### config.mk
export PLATFORM = sky130hd
export DESIGN_NAME = fifo_sync_param
export DESIGN_NICKNAME = d
export VERILOG_FILES = /design/src/rtl/fifo_pkg.sv /design/src/rtl/fifo_mem_2p.sv /design/src/rtl/fifo_sync_param.sv
export SDC_FILE = /design/constraint.sdc
export NUM_CORES = 1
export LEC_CHECK = 0
export ABC_AREA = 1
export BUFFER_PORTS_ARGS = -buffer_cell sky130_fd_sc_hd__buf_2
export CORE_ASPECT_RATIO = 1.1
export CORE_MARGIN = 5
export CORE_UTILIZATION = 25
export CTS_CLUSTER_SIZE = 30
export DETAILED_ROUTE_END_ITERATION = 6
export SYNTH_ARGS = -nofsm -noshare
export SYNTH_HDL_FRONTEND = slang
export SYNTH_HIERARCHICAL = 1
export SYNTH_SLANG_ARGS = --single-unit
### constraint.sdc
create_clock -name clk -period 6 [get_ports clk]
set_clock_uncertainty 0.2 [all_clocks]
set_input_delay 1.2 -clock clk [delete_from_list [all_inputs] [get_ports clk]]
set_output_delay 1.2 -clock clk [all_outputs]
set_load 0.02 [all_outputs]
### src/rtl/fifo_pkg.sv
// Shared constants and helpers for the parametrised synchronous FIFO family.
package fifo_pkg;

    localparam int DEFAULT_DATA_W = 32;
    localparam int DEFAULT_DEPTH  = 8;

    // Ceiling log2, usable in parameter/localparam expressions.
    function automatic int fifo_clog2(input int value);
        int result;
        int remain;
        result = 0;
        remain = value - 1;
        while (remain > 0) begin
            result = result + 1;
            remain = remain >> 1;
        end
        return result;
    endfunction

    // Occupancy from two wrap-bit pointers of ptr_w bits: the difference
    // taken modulo 2**ptr_w, which stays correct across pointer wrap.
    function automatic logic [31:0] fifo_occupancy(
        input logic [31:0] wr_ptr,
        input logic [31:0] rd_ptr,
        input int          ptr_w
    );
        logic [31:0] diff;
        logic [31:0] mask;
        diff = wr_ptr - rd_ptr;
        mask = (32'd1 << ptr_w) - 32'd1;
        return diff & mask;
    endfunction

endpackage

### src/rtl/fifo_mem_2p.sv
// Storage array for the FIFO: one synchronous write port and one registered
// read port. Contents and read register are deliberately not reset.
module fifo_mem_2p
    import fifo_pkg::*;
#(
    parameter int  DATA_W = DEFAULT_DATA_W,
    parameter int  DEPTH  = DEFAULT_DEPTH,
    localparam int ADDR_W = fifo_clog2(DEPTH)
) (
    input  logic              clk,
    input  logic              wr_en,
    input  logic [ADDR_W-1:0] wr_addr,
    input  logic [DATA_W-1:0] wr_data,
    input  logic              rd_en,
    input  logic [ADDR_W-1:0] rd_addr,
    output logic [DATA_W-1:0] rd_data
);

    logic [DATA_W-1:0] mem_q [DEPTH];
    logic [DATA_W-1:0] rd_data_q;

    // Write port: store the incoming word at the write address.
    always_ff @(posedge clk) begin
        if (wr_en) begin
            mem_q[wr_addr] <= wr_data;
        end
    end

    // Read port: capture the addressed word; a same-cycle write to that slot
    // is not visible here, so the old contents are returned.
    always_ff @(posedge clk) begin
        if (rd_en) begin
            rd_data_q <= mem_q[rd_addr];
        end
    end

    assign rd_data = rd_data_q;

endmodule

### src/rtl/fifo_sync_param.sv
// Parametrised single-clock FIFO with occupancy count, programmable
// almost-full/almost-empty thresholds, read-valid strobe and sticky errors.
module fifo_sync_param
    import fifo_pkg::*;
#(
    parameter int  DATA_W   = DEFAULT_DATA_W,
    parameter int  DEPTH    = DEFAULT_DEPTH,
    parameter int  AF_LEVEL = DEPTH - 2,
    parameter int  AE_LEVEL = 2,
    localparam int ADDR_W   = fifo_clog2(DEPTH)
) (
    input  logic              clk,
    input  logic              rst,
    input  logic              cs,
    input  logic              wr_en,
    input  logic              rd_en,
    input  logic [DATA_W-1:0] data_in,
    input  logic              err_clr,
    output logic [DATA_W-1:0] data_out,
    output logic              rd_valid,
    output logic              empty,
    output logic              full,
    output logic              almost_empty,
    output logic              almost_full,
    output logic [ADDR_W:0]   count,
    output logic              overflow,
    output logic              underflow
);

    localparam int             PTR_W    = ADDR_W + 1;
    localparam logic [ADDR_W:0] PTR_ONE  = {{ADDR_W{1'b0}}, 1'b1};
    localparam logic [ADDR_W:0] PTR_ZERO = {PTR_W{1'b0}};
    localparam logic [ADDR_W:0] FULL_LVL = PTR_W'(DEPTH);
    localparam logic [ADDR_W:0] AF_LVL   = PTR_W'(AF_LEVEL);
    localparam logic [ADDR_W:0] AE_LVL   = PTR_W'(AE_LEVEL);

    logic [ADDR_W:0]   wr_ptr_q, wr_ptr_d;
    logic [ADDR_W:0]   rd_ptr_q, rd_ptr_d;
    logic              rd_valid_q, rd_valid_d;
    logic              overflow_q, overflow_d;
    logic              underflow_q, underflow_d;
    logic              data_seen_q, data_seen_d;

    logic [ADDR_W:0]   count_s;
    logic              empty_s;
    logic              full_s;
    logic              rd_acc_s;
    logic              wr_acc_s;
    logic [DATA_W-1:0] mem_rd_data_s;

    // Occupancy is the wrap-aware pointer difference; flags decode it directly.
    assign count_s = PTR_W'(fifo_occupancy(32'(wr_ptr_q), 32'(rd_ptr_q), PTR_W));
    assign empty_s = (count_s == PTR_ZERO);
    assign full_s  = (count_s == FULL_LVL);

    // Request acceptance; reset suppresses every access so memory is untouched.
    always_comb begin
        rd_acc_s = 1'b0;
        wr_acc_s = 1'b0;
        if (rst) begin
            rd_acc_s = 1'b0;
            wr_acc_s = 1'b0;
        end else begin
            rd_acc_s = cs & rd_en & ~empty_s;
            wr_acc_s = cs & wr_en & (~full_s | rd_acc_s);
        end
    end

    // Next-state for pointers, read strobe and sticky error flags.
    always_comb begin
        wr_ptr_d    = wr_ptr_q;
        rd_ptr_d    = rd_ptr_q;
        rd_valid_d  = rd_acc_s;
        data_seen_d = data_seen_q | rd_acc_s;
        overflow_d  = overflow_q;
        underflow_d = underflow_q;

        if (wr_acc_s) begin
            wr_ptr_d = wr_ptr_q + PTR_ONE;
        end else begin
            wr_ptr_d = wr_ptr_q;
        end

        if (rd_acc_s) begin
            rd_ptr_d = rd_ptr_q + PTR_ONE;
        end else begin
            rd_ptr_d = rd_ptr_q;
        end

        // A new error event in the clear cycle takes priority over the clear.
        if (cs & wr_en & ~wr_acc_s) begin
            overflow_d = 1'b1;
        end else if (err_clr) begin
            overflow_d = 1'b0;
        end else begin
            overflow_d = overflow_q;
        end

        if (cs & rd_en & empty_s) begin
            underflow_d = 1'b1;
        end else if (err_clr) begin
            underflow_d = 1'b0;
        end else begin
            underflow_d = underflow_q;
        end
    end

    // Control state registers with synchronous reset.
    always_ff @(posedge clk) begin
        if (rst) begin
            wr_ptr_q    <= PTR_ZERO;
            rd_ptr_q    <= PTR_ZERO;
            rd_valid_q  <= 1'b0;
            overflow_q  <= 1'b0;
            underflow_q <= 1'b0;
            data_seen_q <= 1'b0;
        end else begin
            wr_ptr_q    <= wr_ptr_d;
            rd_ptr_q    <= rd_ptr_d;
            rd_valid_q  <= rd_valid_d;
            overflow_q  <= overflow_d;
            underflow_q <= underflow_d;
            data_seen_q <= data_seen_d;
        end
    end

    fifo_mem_2p #(
        .DATA_W (DATA_W),
        .DEPTH  (DEPTH)
    ) u_mem (
        .clk     (clk),
        .wr_en   (wr_acc_s),
        .wr_addr (wr_ptr_q[ADDR_W-1:0]),
        .wr_data (data_in),
        .rd_en   (rd_acc_s),
        .rd_addr (rd_ptr_q[ADDR_W-1:0]),
        .rd_data (mem_rd_data_s)
    );

    // The memory read register has no reset, so data_out reads as zero until
    // the first accepted read after reset refreshes it.
    assign data_out     = mem_rd_data_s & {DATA_W{data_seen_q}};
    assign rd_valid     = rd_valid_q;
    assign empty        = empty_s;
    assign full         = full_s;
    assign almost_empty = (count_s <= AE_LVL);
    assign almost_full  = (count_s >= AF_LVL);
    assign count        = count_s;
    assign overflow     = overflow_q;
    assign underflow    = underflow_q;

endmodule

==> key figures, run 1 <==
Floorplanning
  • Initial core utilization: 0.252
  • DIE WIDTH: between 200 and 250 um
  • Num ports: roughly 80
  • Total die area: about 57000 um2
  • Chip Height: ~250 um
  • Num rows: 88
  • Core area: approximately 52000 um2

Placed design
  • Placed insts: between 2000 and 2500
  • HPWL after detailed placement: about 18000 um
  • Placer Congestion: about 0.8
  • Port Buf Inserts: 80

STA
  • Worst hold slack: 0.280 ns
  • F_max: between 200 and 250 MHz
  • Setup TNS: 0 ns
  • # setup viols final: 0
  • Slew Limit Fails: 0
  • Unrepaired setup endpoints after global routing: false
  • Final hold vios: 0
  • Crit share post-route: 0.683
  • Slew @ Worst Pin: about 1.2 ns
  • Period minus WS final: ~4 ns
  • Max-slew headroom: 0.218

CTS
  • CTS buffer count: 30
  • Clk root buf: clkbuf_16
  • Clock tree buffer depth: 3
  • CTS tree: built
  • Clock transition at path regs: around 0.06 ns
  • H-tree levels: 1
  • Hold-fix buffers, CTS: 0
  • Worst-Skew Late Latency: between 0.5 and 0.6 ns
  • CTS sink cnt: 300
  • Post-CTS Setup Inserts: 0
  • Post-CTS Resized: 0

Logic synthesis
  • Seq cells post-synth: 300
  • Syn_area_per_cell: roughly 9.9 um2
  • Post-synthesis cell count: roughly 1300
  • Post-synth EDFFs: ~290
  • Sequential share of the synthesized area: 0.674
  • Post-synthesis cell type count: 26
  • Net Count, Synth: approximately 1400
  • Async SR Flop Fraction: 0
  • Primary FF master, synth: edfxtp_1
  • Yosys synthesis warning count: 6
  • Area of the mapped netlist: roughly 13000 um2

Finish
  • Sequential cell area: 8900 um2
  • Fillcell total: between 5000 and 6000
  • Nets: around 1400
  • Most common cell after layout, fill and taps aside: nand2_1
  • Inserted Diodes: 0
  • Post-Layout Cell Count: approximately 2100
  • Share of layout cells above drive strength 1: 0.105
  • Area of the multi-input gates: roughly 2900 um2
  • Commonest non-fill, non-tap cells in the layout: 480 x nand2_1, 312 x inv_1, 288 x edfxtp_1
  • Area Growth Syn to Fin: 14.8%
  • Fin util: 0.290

Outcome
  • Status: finished, final reports clean

Global routing
  • Largest net degree at the start of global routing: 86
  • Initial antenna violation count: 1
  • Tot GR Track Use: 0.103
  • GRT overflow: 0
  • Vias in the first global route: 8472
  • First-pass GRT wire length: around 48000 um

Worst setup path
  • Startpoint types: flip-flop
  • Crit Path Class: reg -> out
  • CP max FO: 37
  • CP Data Required Time: roughly 4.6 ns
  • Worst setup EP type: output pin
  • CP Data Arrival Time: 2.70 ns

Detailed routing
  • DR WL/cell: 14.5 um
  • DR pass1 iterations: 5
  • Initial DRC Count: 527
  • DRC viols: 0
  • Total Routed Length: ~30000 um
  • Vias: between 8000 and 9000
  • Detail Route Antenna Nets: 0
  • Vias per std cell: between 4 and 5

Power
  • Design Power: approximately 0.0043 W
  • Leak Pwr: between 6 and 7 nW
  • Max VDD drop: ~220 uV
  • PwrDens: 286 nW/um2

Worst hold path
  • Min-Delay Path Class: reg -> reg

Run
  • Max-capacitance violation count: 0
stage by stage:
step | instance area [um2] | worst slack [ns]
after floorplan | 13200 | 2.15
after global placement | 14200 | 2.15
after detailed placement | 14200 | 2.05
after CTS | 15100 | 1.88
after global routing | 15100 | 1.70
final | 15100 | 1.90
final cells by class:
| cell class | instances | area share |
|---|---|---|
| tap | 675 | 0.0558 |
| clock buffer | 36 | 0.0525 |
| multi-input combinational | 662 | 0.188 |
| clock inverter | 16 | 0.00826 |
| timing repair buffer | 85 | 0.0289 |
| inverter | 316 | 0.0787 |
| sequential | 300 | 0.588 |
kinds of logic (layout without fill, tap and decap cells):
kind of cell / count (synthesis) / count (layout) / synth area share
simple gates: 645 / 645 / 0.201
buf+inv: 368 / 453 / 0.114
flops: 300 / 300 / 0.674
compound gates: 9 / 9 / 0.00360
fa+ha+maj: 6 / 6 / 0.00626
xor+xnor: 2 / 2 / 0.00133
Yosys cell counts, drive strengths merged (2+ instances only):
cell | number | area, um2
nand3 | 138 | 701
nor3 | 2 | 21.3
nor2 | 16 | 60.1
dfxtp | 12 | 240
inv | 316 | 1190
ha | 5 | 62.6
clkbuf | 11 | 41.3
buf | 41 | 280
a21oi | 7 | 35.0
edfxtp | 288 | 8650
nand2 | 485 | 1840
xor2 | 2 | 17.5
nand4 | 3 | 18.8
worst max-delay path, cell delays in order (launching register included):
cell and delay [ns]:
dfxtp_2 0.31, buf_4 0.42, inv_1 0.10, ha_1 0.33
a21oi_1 0.19, nand3_1 0.15, nand2_2 0.14, inv_1 0.07
nor4_1 0.21, buf_2 0.23
final timing paths:
check / start / endpoint / slack, ns / cells after the start
max: rd_ptr_q[2]$_SDFFE_PP0P_ / full / 1.90 / 9
min: overflow$_SDFFE_PP0P_ / overflow$_SDFFE_PP0P_ / 0.28 / 2
max reg2reg: rd_ptr_q[0]$_SDFFE_PP0P_ / u_mem/mem_q[0][19]$_DFFE_PP_ / 2.09 / 9
min reg2reg: overflow$_SDFFE_PP0P_ / overflow$_SDFFE_PP0P_ / 0.28 / 2
sequential cells by signal, summed over array words and instances, names as in the netlist:
register / flops
u_mem/rd_data: 32
wr_ptr_q: 4
overflow: 1
underflow: 1
rd_ptr_q: 4
rd_valid: 1
data_seen_q: 1
u_mem/mem_q: 256
routing by layer:
| metal | part of all wire | global-route usage |
|---|---|---|
| met1 | 0.43 | 0.125 |
| met2 | 0.52 | 0.191 |
| met3 | 0.036 | 0.0150 |
| met4 | 0.017 | 0.0237 |
| met5 | 0.00040 | 0 |
where the power goes:
group / internal [W] / leakage (nW) / switching (W)
clock: 0.00102 / 0.441 / 0.000737
combinational: 0.0000673 / 3.73 / 0.000176
sequential: 0.00232 / 2.70 / 0.0000198
No activity file was read; power rests on OpenSTA's default activity.
==> inputs of run 2 (changes only) <==
==> constraint.sdc (replaced) <==
create_clock -name clk -period 3.35 [get_ports clk]
set_clock_uncertainty 0.2 [all_clocks]
set_input_delay 0.67 -clock clk [delete_from_list [all_inputs] [get_ports clk]]
set_output_delay 0.67 -clock clk [all_outputs]
set_load 0.02 [all_outputs]
==> run 2 against run 1 <==
Die area unchanged. Highest routed layer unchanged. Via count up 1.1%. Total power up 81%. Worst hold slack worse by 0.10 ns. Largest power group unchanged.
==> key figures, run 2 (synthesis gave the netlist of run 1 again) <==
Detailed routing
  • Total Routed Length: 30700 um
  • DR WL/cell: around 14 um
  • DR pass1 iterations: 5
  • Vias per std cell: roughly 4.0
  • Initial DRC Count: ~540
  • Vias: roughly 8500
  • Detail Route Antenna Nets: 0
  • DRC viols: 0

Floorplanning
  • Num ports: 81
  • Chip Height: about 250 um
  • Num rows: slightly below 90
  • DIE WIDTH: around 230 um
  • Core area: approximately 52000 um2
  • Total die area: 57500 um2
  • Initial core utilization: 0.252

Global routing
  • Initial antenna violation count: 6
  • GRT overflow: 0
  • Vias in the first global route: about 8400
  • Largest net degree at the start of global routing: just over 90
  • First-pass GRT wire length: a little under 50000 um
  • Tot GR Track Use: 0.104

Worst setup path
  • Crit path cell chain: inv_1, ha_2, fa_1, inv_2, nor3_4, nand3_2, inv_1, buf_4
  • Startpoint types: flip-flop
  • CP Data Arrival Time: approximately 2.4 ns
  • Worst path slowest cell: fa_1
  • Worst setup EP type: output pin
  • Crit Path Class: reg -> out
  • Crit-path most repeated cell: inv_1
  • CP max FO: 3
  • CP Data Required Time: between 2 and 2.5 ns
  • Crit-path max cell delay: 0.57 ns

STA
  • F_max: between 300 and 400 MHz
  • Period minus WS final: between 3 and 4 ns
  • Final hold vios: 0
  • Slew Limit Fails: 0
  • Max-slew headroom: 0.347
  • Slew @ Worst Pin: 0.980 ns
  • # setup viols final: 0
  • Crit share post-route: 0.970
  • Setup TNS: 0 ns

Placed design
  • Placed insts: about 2000
  • HPWL after detailed placement: 19100 um
  • Port Buf Inserts: 80
  • Placer Congestion: around 0.74

Finish
  • Commonest non-fill, non-tap cells in the layout: 480 x nand2_1, 311 x inv_1, 288 x edfxtp_1
  • Post-Layout Cell Count: around 2100
  • Top reg by flops: u_mem/mem_q
  • Nets: approximately 1500
  • Area Growth Syn to Fin: 17.3%
  • Max reg flops: 256
  • Most common cell after layout, fill and taps aside: nand2_1
  • Fin util: 0.296
  • Share of layout cells above drive strength 1: 0.120

CTS
  • Worst-Skew Late Latency: between 0.5 and 0.6 ns
  • H-tree levels: 1
  • Hold-fix buffers, CTS: 0
  • CTS buffer count: 29
  • CTS tree: built
  • CTS sink cnt: 300
  • Clk root buf: clkbuf_16
  • Clock transition at path regs: around 0.07 ns
  • Clock tree buffer depth: 3

Worst hold path
  • Min-Delay Path Class: in -> reg

Power
  • Leak Pwr: 7.01 nW
  • PwrDens: around 500 nW/um2
  • Max VDD drop: about 350 uV
  • Design Power: about 0.0078 W

Run
  • Max-capacitance violation count: 0

Outcome
  • Status: finished, final reports clean
[run 2: cell count changes in the layout (fill, tap and decap cells not counted), moves of 2 or more]
cell	delta
diode_2	+3
clkbuf_16	-2
buf_12	+12
clkinv_1	-2
clkbuf_1	+3
buf_4	+10
[run 2: timing repair]
| action | in CTS | in global routing |
|---|---|---|
| pin swaps | 1 | 3 |
| setup buffers | 0 | 2 |
| endpoints found under the setup margin | 1 | 2 |
| resized for setup | 1 | 4 |
[run 2: cell type report]
| cell class | count | area (um2) |
|---|---|---|
| Sequential cell | 300 | 8900 |
| Fill cell | 5329 | 36800 |
| Inverter | 316 | 1190 |
| Antenna cell | 3 | 7.51 |
| Multi-Input combinational cell | 662 | 2860 |
| Clock inverter | 16 | 160 |
| Timing Repair Buffer | 106 | 748 |
| Clock buffer | 37 | 756 |
| Tap cell | 675 | 845 |
[run 2: critical path, delay by kind of cell, from the launching register on]
family        cells  cell delay [ns]
fa+ha+maj         2             0.77
buf+inv           4             0.37
flops             1             0.34
simple gates      2             0.34
[run 2: final timing paths]
kind                            start                      endpoint  slack (ns)  cells past startpoint
max          wr_ptr_q[0]$_SDFFE_PP0P_                         empty        0.10                      8
min                               rst      rd_ptr_q[2]$_SDFFE_PP0P_        0.18                      2
max reg2reg  wr_ptr_q[0]$_SDFFE_PP0P_  u_mem/mem_q[7][16]$_DFFE_PP_        0.15                     14
min reg2reg     overflow$_SDFFE_PP0P_         overflow$_SDFFE_PP0P_        0.27                      2
[run 2: stage by stage]
step	setup WS [ns]	cell area [um2]	hold WS (ns)
5_1_grt	-0.0389	15500	0.155
3_3_place_gp	0.306	14500	0.258
6_report	0.101	15500	0.177
3_5_place_dp	0.253	14500	0.259
4_1_cts	0.0354	15400	0.141
2_1_floorplan	-0.503	13200	0.251
[run 2: metal layers]
layer  share of wire  track usage
met1            0.44        0.133
met2            0.49        0.182
met3           0.046       0.0169
met4           0.026       0.0335
met5          0.0013            0
[run 2: where the power goes]
| group | total [W] | switching [W] | internal, W |
|---|---|---|---|
| sequential | 0.00418 | 0.0000243 | 0.00415 |
| clock | 0.00318 | 0.00136 | 0.00182 |
| combinational | 0.000481 | 0.000340 | 0.000141 |
==> inputs of run 3 (changes only) <==
--- a/config.mk
+++ b/config.mk
@@ -8,10 +8,11 @@
 export ABC_AREA = 1
 export BUFFER_PORTS_ARGS = -buffer_cell sky130_fd_sc_hd__buf_2
 export CORE_ASPECT_RATIO = 1.1
-export CORE_MARGIN = 5
+export CORE_MARGIN = 4
 export CORE_UTILIZATION = 25
 export CTS_CLUSTER_SIZE = 30
 export DETAILED_ROUTE_END_ITERATION = 6
+export PLACE_DENSITY = 0.38
 export SYNTH_ARGS = -nofsm -noshare
 export SYNTH_HDL_FRONTEND = slang
 export SYNTH_HIERARCHICAL = 1
==> run 3 against run 2 <==
First-iteration DRC count decreased by 35%. Largest power group unchanged. Largest cell class unchanged. Total power rose by 5.1%. Utilization rose by 0.29 points. Register-to-register slack gained 0.18 ns. Critical endpoint unchanged.
==> key figures, run 3 (synthesis gave the netlist of run 1 again) <==
Outcome
  • Status: finished, final reports clean

Power
  • Combinational share of power: 0.058
  • Leak Pwr: 7.12 nW
  • Net Switching: 0.00185 W
  • Max VDD drop: roughly 280 uV
  • Power share of the clock group: 0.435
  • Switching share of power: 0.224
  • P_int: approximately 0.0064 W
  • Sequential Power Share: 0.507
  • PwrDens: roughly 530 nW/um2

Global routing
  • First-pass GRT wire length: 50700 um
  • GRT overflow: 0
  • Initial antenna violation count: 2
  • Vias in the first global route: 8331
  • Largest net degree at the start of global routing: 70
  • Tot GR Track Use: 0.117

Worst setup path
  • CP Launch Point: wr_ptr_q[0]$_SDFFE_PP0P_
  • Worst setup EP type: output pin
  • Startpoint types: flip-flop
  • CP Data Required Time: approximately 2.5 ns
  • R2R Setup Slk: 0.33 ns
  • R2R depth: 13
  • CP max FO: 3
  • Crit Reg-Reg Endpoint: u_mem/mem_q[7][11]$_DFFE_PP_
  • R2R Path Start: wr_ptr_q[0]$_SDFFE_PP0P_
  • CP Data Arrival Time: 2.38 ns
  • Crit Path Class: reg -> out
  • CP endpoint: empty

Floorplanning
  • Chip Height: 249 um
  • Num ports: 81
  • Initial core utilization: 0.252
  • Num rows: slightly below 90
  • Total die area: roughly 57000 um2
  • DIE WIDTH: 227 um
  • Core area: between 50000 and 60000 um2

Finish
  • Inserted Diodes: 0
  • Fillcell total: roughly 5400
  • Commonest non-fill, non-tap cells in the layout: 480 x nand2_1, 311 x inv_1, 288 x edfxtp_1
  • Area Growth Syn to Fin: 18.4%
  • Share of layout cells above drive strength 1: 0.128
  • Nets: ~1500
  • Max reg flops: between 200 and 300
  • Top reg by flops: u_mem/mem_q
  • Most common cell after layout, fill and taps aside: nand2_1

Detailed routing
  • DR WL/cell: 15.4 um
  • Vias: between 8000 and 9000
  • Detail Route Antenna Nets: 0
  • DRC viols: 0
  • DR pass1 iterations: 4
  • Initial DRC Count: approximately 350
  • Vias per std cell: approximately 3.9
  • Total Routed Length: ~33000 um

CTS
  • CTS tree: built
  • CTS buffer count: 36
  • Clock tree buffer depth: 3
  • Hold-fix buffers, CTS: 0
  • CTS sink cnt: 300
  • Worst-Skew Late Latency: between 0.5 and 0.6 ns
  • H-tree levels: 2
  • Clock transition at path regs: 0.06 ns
  • Clk root buf: clkbuf_16

Worst hold path
  • Min-Delay Path Class: in -> reg

STA
  • Max-slew headroom: 0.337
  • Worst hold slack: 0.213 ns
  • # setup viols final: 0
  • Slew @ Worst Pin: 0.995 ns
  • Period minus WS final: approximately 3.2 ns
  • Final hold vios: 0
  • Crit share post-route: 0.969
  • Setup TNS: 0 ns
  • Unrepaired setup endpoints after global routing: false
  • Slew Limit Fails: 0
  • F_max: roughly 310 MHz

Run
  • Max-capacitance violation count: 0

Placed design
  • Placer Congestion: roughly 0.74
  • HPWL after detailed placement: between 15000 and 20000 um
  • Port Buf Inserts: 80
==> run 3: cell types whose count changed in the layout (fill, tap and decap cells not counted), moves of 3 or more <==
cell	before	now
diode_2	3	0
clkinv_2	3	8
buf_4	15	22
clkbuf_16	29	37
==> run 3: layer usage <==
| metal | wire length (um) | global-route usage |
|---|---|---|
| met1 | 15300 | 0.159 |
| met2 | 15200 | 0.191 |
| met3 | 1410 | 0.0218 |
| met4 | 728 | 0.0342 |
| met5 | 13 | 0 |
==> run 3: worst min-delay path by stage <==
stage / slack [ns] / from / to / cells past startpoint
global placement: 0.26 / overflow$_SDFFE_PP0P_ / overflow$_SDFFE_PP0P_ / 2
detailed placement: 0.26 / overflow$_SDFFE_PP0P_ / overflow$_SDFFE_PP0P_ / 2
finish: 0.21 / err_clr / overflow$_SDFFE_PP0P_ / 4
global route: 0.20 / err_clr / overflow$_SDFFE_PP0P_ / 4
CTS: 0.17 / err_clr / overflow$_SDFFE_PP0P_ / 4
floorplan: 0.25 / rd_ptr_q[3]$_SDFFE_PP0P_ / rd_ptr_q[3]$_SDFFE_PP0P_ / 2
==> run 3: critical path, cell delays in order, from the launching register on <==
cell and delay, ns:
dfxtp_4 0.34, inv_1 0.06, ha_2 0.20, fa_1 0.56, inv_2 0.08, nor3_4 0.24, nand3_2 0.15, inv_2 0.08
buf_4 0.13
==> run 3: power by group through the flow <==
stage,clock network (W),logic [W],registers [W]
2_1_floorplan,0,0.000293,0.00425
3_3_place_gp,0,0.000487,0.00426
3_5_place_dp,0,0.000486,0.00426
4_1_cts,0.00373,0.000488,0.00418
5_1_grt,0.00390,0.000543,0.00418
6_report,0.00358,0.000477,0.00418
==> run 3: area by class of cell <==
type,count,area [um2],area share
flip-flops and latches,300,8900,0.570
multi-input cells,662,2860,0.183
inverters,316,1190,0.0763
clock buffers,46,960,0.0614
well taps,675,845,0.0541
repair buffers,111,761,0.0487
clock inverters,16,103,0.00657
==> run 3: per-stage QoR <==
stage	worst slack (ns)	utilization	instance area (um2)	std cells	total power [W]
final	0.104	0.299	15600	2126	0.00823
after global routing	0.00627	0.299	15600	2126	0.00862
after CTS	0.0126	0.298	15600	2124	0.00840
after detailed placement	0.188	0.278	14500	2062	0.00474
after global placement	0.185	0.278	14500	2062	0.00474
after floorplan	-0.503	-	13200	1330	0.00454
==> run 3: what timing repair did <==
action	4_1_cts	5_1_grt
resized for setup	2	6
pin swaps	1	3
buffers inserted	0	2
endpoints found under the setup margin	2	2
gates cloned	0	0
